File: src/rtl/pipeline_stall_controller.sv
// Stall/flush sequencer for the 5-stage MIPS32 pipeline: arbitrates MDU waits, hazard stalls
// and ID-stage branch flushes, and keeps saturating stall/flush counters plus a hazard watchdog.
module pipeline_stall_controller #(
    parameter int CNT_W     = 32,
    parameter int MAX_STALL = 4
) (
    input  logic             clk,
    input  logic             reset,
    input  logic             hazard_stall,
    input  logic             ctrl_noop_req,
    input  logic             branch_taken_ID,
    input  logic             mdu_start,
    input  logic             mdu_done,
    output logic             pc_en,
    output logic             if_id_en,
    output logic             if_id_flush,
    output logic             id_ex_en,
    output logic             id_ex_bubble,
    output logic             ex_mem_bubble,
    output logic [1:0]       state,
    output logic [CNT_W-1:0] stall_cycles,
    output logic [CNT_W-1:0] flush_count,
    output logic             stall_timeout
);

    typedef enum logic [1:0] {
        ST_RUN = 2'b00,
        ST_HAZ = 2'b01,
        ST_MDU = 2'b10
    } state_t;

    localparam logic [7:0] MAX_STALL_W = 8'(MAX_STALL);

    state_t           state_q, state_d;
    logic [CNT_W-1:0] stall_q, stall_d;
    logic [CNT_W-1:0] flush_q, flush_d;
    logic [7:0]       wd_q, wd_d;
    logic             timeout_q, timeout_d;

    function automatic logic [CNT_W-1:0] sat_inc_cnt(input logic [CNT_W-1:0] v);
        return (&v) ? v : v + {{(CNT_W-1){1'b0}}, 1'b1};
    endfunction

    function automatic logic [7:0] sat_inc_wd(input logic [7:0] v);
        return (&v) ? v : v + 8'd1;
    endfunction

    always_comb begin
        state_d       = state_q;
        pc_en         = 1'b1;
        if_id_en      = 1'b1;
        id_ex_en      = 1'b1;
        if_id_flush   = 1'b0;
        id_ex_bubble  = 1'b0;
        ex_mem_bubble = 1'b0;

        if (state_q == ST_MDU) begin
            if (mdu_done) begin
                state_d = ST_RUN;
            end else begin
                pc_en         = 1'b0;
                if_id_en      = 1'b0;
                id_ex_en      = 1'b0;
                ex_mem_bubble = 1'b1;
            end
        end else if (mdu_start) begin
            // The MDU instruction itself advances into EX normally; the wait starts next cycle.
            state_d = mdu_done ? ST_RUN : ST_MDU;
        end else if (hazard_stall) begin
            // Any branch seen now is re-evaluated once the stalled instruction moves on.
            pc_en        = 1'b0;
            if_id_en     = 1'b0;
            id_ex_bubble = 1'b1;
            state_d      = ST_HAZ;
        end else begin
            id_ex_bubble = ctrl_noop_req;
            if_id_flush  = branch_taken_ID;
            state_d      = ST_RUN;
        end

        if (reset) begin
            pc_en         = 1'b0;
            if_id_en      = 1'b0;
            id_ex_en      = 1'b0;
            if_id_flush   = 1'b1;
            id_ex_bubble  = 1'b1;
            ex_mem_bubble = 1'b1;
            state_d       = ST_RUN;
        end
    end

    always_comb begin
        stall_d = pc_en       ? stall_q : sat_inc_cnt(stall_q);
        flush_d = if_id_flush ? sat_inc_cnt(flush_q) : flush_q;
        // Hazard requests seen while waiting on the MDU neither advance nor clear the watchdog.
        if (!hazard_stall)          wd_d = 8'd0;
        else if (state_q != ST_MDU) wd_d = sat_inc_wd(wd_q);
        else                        wd_d = wd_q;
        timeout_d = timeout_q | (wd_d >= MAX_STALL_W);
    end

    always_ff @(posedge clk) begin
        if (reset) begin
            state_q   <= ST_RUN;
            stall_q   <= '0;
            flush_q   <= '0;
            wd_q      <= 8'd0;
            timeout_q <= 1'b0;
        end else begin
            state_q   <= state_d;
            stall_q   <= stall_d;
            flush_q   <= flush_d;
            wd_q      <= wd_d;
            timeout_q <= timeout_d;
        end
    end

    assign state         = state_q;
    assign stall_cycles  = stall_q;
    assign flush_count   = flush_q;
    assign stall_timeout = timeout_q;

endmodule

File: config.mk
export PLATFORM = sky130hd
export DESIGN_NAME = pipeline_stall_controller
export DESIGN_NICKNAME = d
export VERILOG_FILES = /design/src/rtl/pipeline_stall_controller.sv
export SDC_FILE = /design/constraint.sdc
export NUM_CORES = 1
export LEC_CHECK = 0
export ABC_AREA = 1
export CAP_MARGIN = 0
export CORE_ASPECT_RATIO = 1.5
export CORE_UTILIZATION = 35
export CTS_CLUSTER_DIAMETER = 150
export DETAILED_ROUTE_END_ITERATION = 6
export GPL_ROUTABILITY_DRIVEN = 0
export PLACE_DENSITY_LB_ADDON = 0.05
export SYNTH_ARGS = -nofsm -noshare
export SYNTH_HDL_FRONTEND = slang
export SYNTH_SLANG_ARGS = --single-unit
File: constraint.sdc
create_clock -name clk -period 2.45 [get_ports clk]
set_input_delay 0.735 -clock clk [delete_from_list [all_inputs] [get_ports clk]]
set_output_delay 0.735 -clock clk [all_outputs]
set_load 0.1 [all_outputs]
* Word level (Yosys, flattened, before mapping)
Index checks and enable logic that the tools add are counted.
** Storage, ports and cells
- Memories :: 0
- Register bits after elaboration :: 75
- Logic and storage cells :: 47
- RAM bits :: 0
- Output and inout bits :: 73
- Bits of input ports :: 7
- Latch bits :: 0
- Memory bits (read-only) :: 0
** Operators by class
- Equal/unequal tests :: 3
- Reduce and logical (&&, ||, !) cells :: 5
- Shift-type cells :: 0
- Magnitude comparators :: 1
- $mul :: 0
- Divide/modulo/power cells :: 0
- Bitwise gates (word level) :: 4
- Mux-type cells :: 26
- Add/sub/neg operators :: 3
** Operator list (number)
- $add 32x1->32 const B :: 2
- $reduce_and 32->1 :: 2
- $mux 8 :: 3
- $mux 1 :: 19
- $add 8x1->8 const B :: 1
- $ge 8x3->1 const B :: 1
- $mux 2 :: 4
- $reduce_and 8->1 :: 1
- $ne 2x2->1 const B :: 2
- $reduce_and 2->1 :: 2
- $not 1->1 :: 3
- $eq 2x2->1 const B :: 1
- $or 1x1->1 :: 1

* Logic depth before layout (Yosys ltp)
- Depth after elaboration :: 6
- Mapped depth :: 13
- Depth with buffers taken out :: 12

* Least setup slack after synthesis
OpenSTA, ideal clock, no wires.
- Path kind :: register to output
- From :: register state_q[0], in the netlist state[0]
- To :: output port id_ex_bubble
- Required time :: 1.715 ns
- Data arrival time :: 3.569 ns
- Buffers on the path :: 0
- Stages on the path, launching flop included :: 5
- Slack :: -1.854 ns
- Cell sequence :: dfxtp_1 inv_1 nand2_2 nand2_1 o21ai_0
** On the way
- Cells in the longest elaborated chain, start to end :: 3
** RTL lines
- from (decl) :: RTL line 34 : state_t state_q, state_d;
- from (signal assigned) :: RTL line 110 : state_q <= state_d;
- $eq 2x2->1 :: RTL line 57 : if (state_q == ST_MDU) begin
- $mux 1 :: RTL line 57
- $mux 1 :: RTL line 81 : if (reset) begin
- to (decl) :: RTL line 18 : output logic id_ex_bubble,
No other way between the ends.

* Worst setup path in the final report
- From :: input port ctrl_noop_req
- To :: output port id_ex_bubble
** On the way
- Cells in the longest elaborated chain, start to end :: 4
** RTL lines
- from (decl) :: RTL line 10 : input logic ctrl_noop_req,
- $mux 1 :: RTL line 69 : end else if (hazard_stall) begin
- $mux 1 :: RTL line 66 : end else if (mdu_start) begin
- $mux 1 :: RTL line 57
- $mux 1 :: RTL line 81
No other way between the ends.

==> flow_metrics.py <==
metrics = {
    "logic_synthesis": {
        "syn_area_um2": 4877,
        "seq_area_frac_synth": 0.3079,
        "synth_top_cell_by_area": "dfxtp_1",
        "synth.avg_cell_area_um2": 6.158,
        "synth_area_leaders": "dfxtp_1, nand2_1, nor2_1",
        "yosys.area_share.adder": 0.007696,
        "synthMuxAreaShare": 0,
        "synthTopCellsByCount": "nand2_1, nor2_1, dfxtp_1, inv_1, a21oi_1",
        "async_reset_ff_frac": 0,
        "ys_seq_elements": 75,
        "synth_edf_count": 0,
        "syn_nets": 802,
        "yosys_warnings": 0,
        "synth_compound_area_frac": 0.08722,
        "synthFlopType": "dfxtp_1",
        "synth_xor_area_frac": 0.05028,
        "yosysMostFrequentCell": "nand2_1",
        "synth_top_area_share": 0.3079,
        "synthSimpleGateAreaFrac": 0.4649,
        "synth_top_family_by_area": "simple AND/OR/NAND/NOR gates",
        "post_synth_num_cell_types": 31,
        "synth_cells": 792,
    },
    "cts": {
        "clock_sinks": 75,
        "cts_max_path_buffers": 2,
        "htree_levels": 3,
        "root_buffer": "clkbuf_16",
        "worstSkewPairLatency_ns": 0.33,
        "clk_pin_slew_worst_paths_ns": 0.06,
        "cts_tree": "yes",
        "hold_buffers": 0,
        "cts_made_buffers": 9,
    },
    "route": {
        "drc": 5,
        "drt-met1-wl_um": 5948,
        "firstDrtPassIters": 7,
        "post_drt_wl_per_cell_um": 14.26,
        "routed.top_layer": "met4",
        "met3_length_um": 439,
        "via_per_inst": 4.914,
        "vias": 5140,
        "wl_met2_um": 8039,
        "postRouteWirelength_um": 14920,
        "postRouteAntennaNets": 0,
        "drtIter0Drc": 181,
    },
    "status": {
        "violations": "DRC",
        "outcome": "complete, but fails checks",
    },
    "place": {
        "hpwl_um": 11700,
        "postPlaceCellArea_um2": 5823,
        "io_buffers": 79,
        "placed_cells": 1029,
    },
    "critical_path": {
        "crit_buf_inv": 2,
        "endpoint_kind": "output port",
        "critPathSlowestCell": "clkdlybuf4s50_1",
        "start_kind": "input port",
        "crit_family": "buffers and inverters",
        "worstSetupPathType": "input port to output port",
        "required_ns": 1.71,
        "critical_path.max_fanout": 1,
        "cpPeakStageDelay_ns": 0.46,
        "critical_path.cell_chain": "clkdlybuf4s50_1, nor2_1, o21ai_2, buf_12",
        "cp.arrival_ns": 1.61,
        "r2r-start": "flush_count[1]",
        "r2r_cells": 10,
        "reg2reg_to": "flush_count[4]",
        "rrSetupSlack_ns": 0.51,
    },
    "power": {
        "intPower_uw": 2072,
        "seq_power_share": 0.434,
        "peakVddDrop_uv": 408.3,
        "pwr-share-comb": 0.130,
        "clkPwrFrac": 0.436,
        "switchingPower_uw": 811.7,
        "p_leak_uw": 0.002409,
        "pwr_density_cell_nw_per_um2": 471.9,
        "power_uw": 2884,
        "switching_share": 0.2814,
    },
    "sta": {
        "hold_slack_ns": 0.5140,
        "tightest_slew_ns": 0.7556,
        "fin_skew_ns": 0.007027,
        "fmax_mhz": 426.2,
        "drv_slew": 0,
        "setup_viol": 0,
        "finalCritPeriodShare": 0.9577,
        "rsz0062_at_grt": "false",
        "finalHoldViolations": 0,
        "slew_headroom": 0.4962,
        "fin_crit_ns": 2.346,
    },
    "cells_and_area": {
        "fillers": 1470,
        "area_delta_synth_final_pct": 25.32,
        "multi_input_area_um2": 3010,
        "drive_gt1_frac": 0.2093,
        "n_antenna_cell": 0,
        "design_area_um2": 6112,
        "nNetsFinal": 889,
        "utilization": 0.4516,
        "finalNonFillerCells": 1046,
        "seq_area_um2": 1514,
    },
    "floorplanning": {
        "dieArea_um2": 14420,
        "core_area_um2": 13530,
        "start_util": 0.3604,
        "die_w_um": 98.39,
        "die_y_um": 146.6,
        "ios": 80,
        "rows": 52,
    },
    "global_routing": {
        "grt_usage": 0.2144,
        "grt_max_degree": 57,
        "first_global_vias": 4901,
        "antenna_found_initial": 0,
        "grt.overflow.total": 0,
        "grt_pass1_wl_um": 24400,
    },
    "min_path": {
        "hp-start": "flush_count[0]",
        "whs_endpoint": "flush_count[0]",
        "min_path_cells": 2,
        "min_path_type": "register to register",
    },
    "run": {
        "cap_violations": 0,
    },
}
==> per-layer routing <==
metal | vias up | GRT usage
met5 | - | 0
met4 | 0 | 0.1000
met3 | 29 | 0.02681
met2 | 111 | 0.4049
met1 | 2348 | 0.2337
li1 | 2652 | -
==> what timing repair did <==
item,CTS,global route
resized for setup,8,3
pin swaps,2,2
setup buffers,0,1
endpoints found under the setup margin,6,3
==> power by group through the flow <==
stage          clock network, uW  logic [uW]  registers (uW)
2_1_floorplan                  0         196            1350
3_3_place_gp                   0         377            1280
3_5_place_dp                   0         379            1280
4_1_cts                     1300         379            1250
5_1_grt                     1340         401            1250
6_report                    1260         376            1250
==> placed cells by master, fill, tap and decap left out, types with 3 or more instances in the layout <==
master        n
clkinv_2      4
xor2_1       21
o21ai_0      10
buf_4        83
inv_2         8
dfxtp_1      69
nand2_1     303
ha_1          3
inv_1        53
nand2_2      21
a21oi_1      36
nor2_2        6
clkinvlp_4    3
nor2_1      121
clkbuf_16     9
nand3b_1     13
a21oi_2      19
nand2_4       3
xnor2_1       7
dfxtp_2       4
buf_12        8
nor3_1        7
nor2_4        5
nand3_1      32
nand4_1      13
==> worst max path at each step <==
stage,start,end,cells past startpoint
2_1_floorplan,mdu_start,pc_en,7
3_3_place_gp,mdu_start,if_id_en,8
3_5_place_dp,mdu_start,pc_en,8
4_1_cts,branch_taken_ID,if_id_flush,5
5_1_grt,hazard_stall,pc_en,7
6_report,ctrl_noop_req,id_ex_bubble,4
==> through the flow <==
step           TNS (ns)  setup slack [ns]
2_1_floorplan   -0.7199           -0.1667
3_3_place_gp     -6.488           -0.3455
3_5_place_dp     -7.405           -0.3335
4_1_cts               0          0.003342
5_1_grt               0           0.05417
6_report              0            0.1037
==> area by class of cell <==
cell class              instances  share of cell area
multi-input cells             631              0.4925
clock buffers                  11             0.04135
inverters                      64             0.04258
repair buffers                 98              0.1382
flip-flops and latches         75              0.2477
clock inverters                 5            0.004504
well taps                     162             0.03316
==> registers in the layout, summed over array words and instances, names as in the netlist <==
name and flops:
flush_count 32, stall_cycles 32, stall_timeout 1, state 2
wd_q 8
==> worst reg2reg max path, cell delays in order, from the launching register on <==
cell and delay, ns:
dfxtp_2 0.37, ha_1 0.25, nand2_2 0.09, nor2_4 0.19, nand2_4 0.12, nor2_8 0.14
nand2_2 0.07, nand2_2 0.08, buf_4 0.29, nand2_1 0.09, a21oi_1 0.16
==> logic make-up after synthesis <==
logic type | after synthesis
and+or+nand+nor | 531
DFF | 75
buffers and inverters | 86
adders and majority gates | 3
xor gates and xnor gates | 28
AOI/OAI and AO/OA | 69
(Power assumes the default switching activity.)
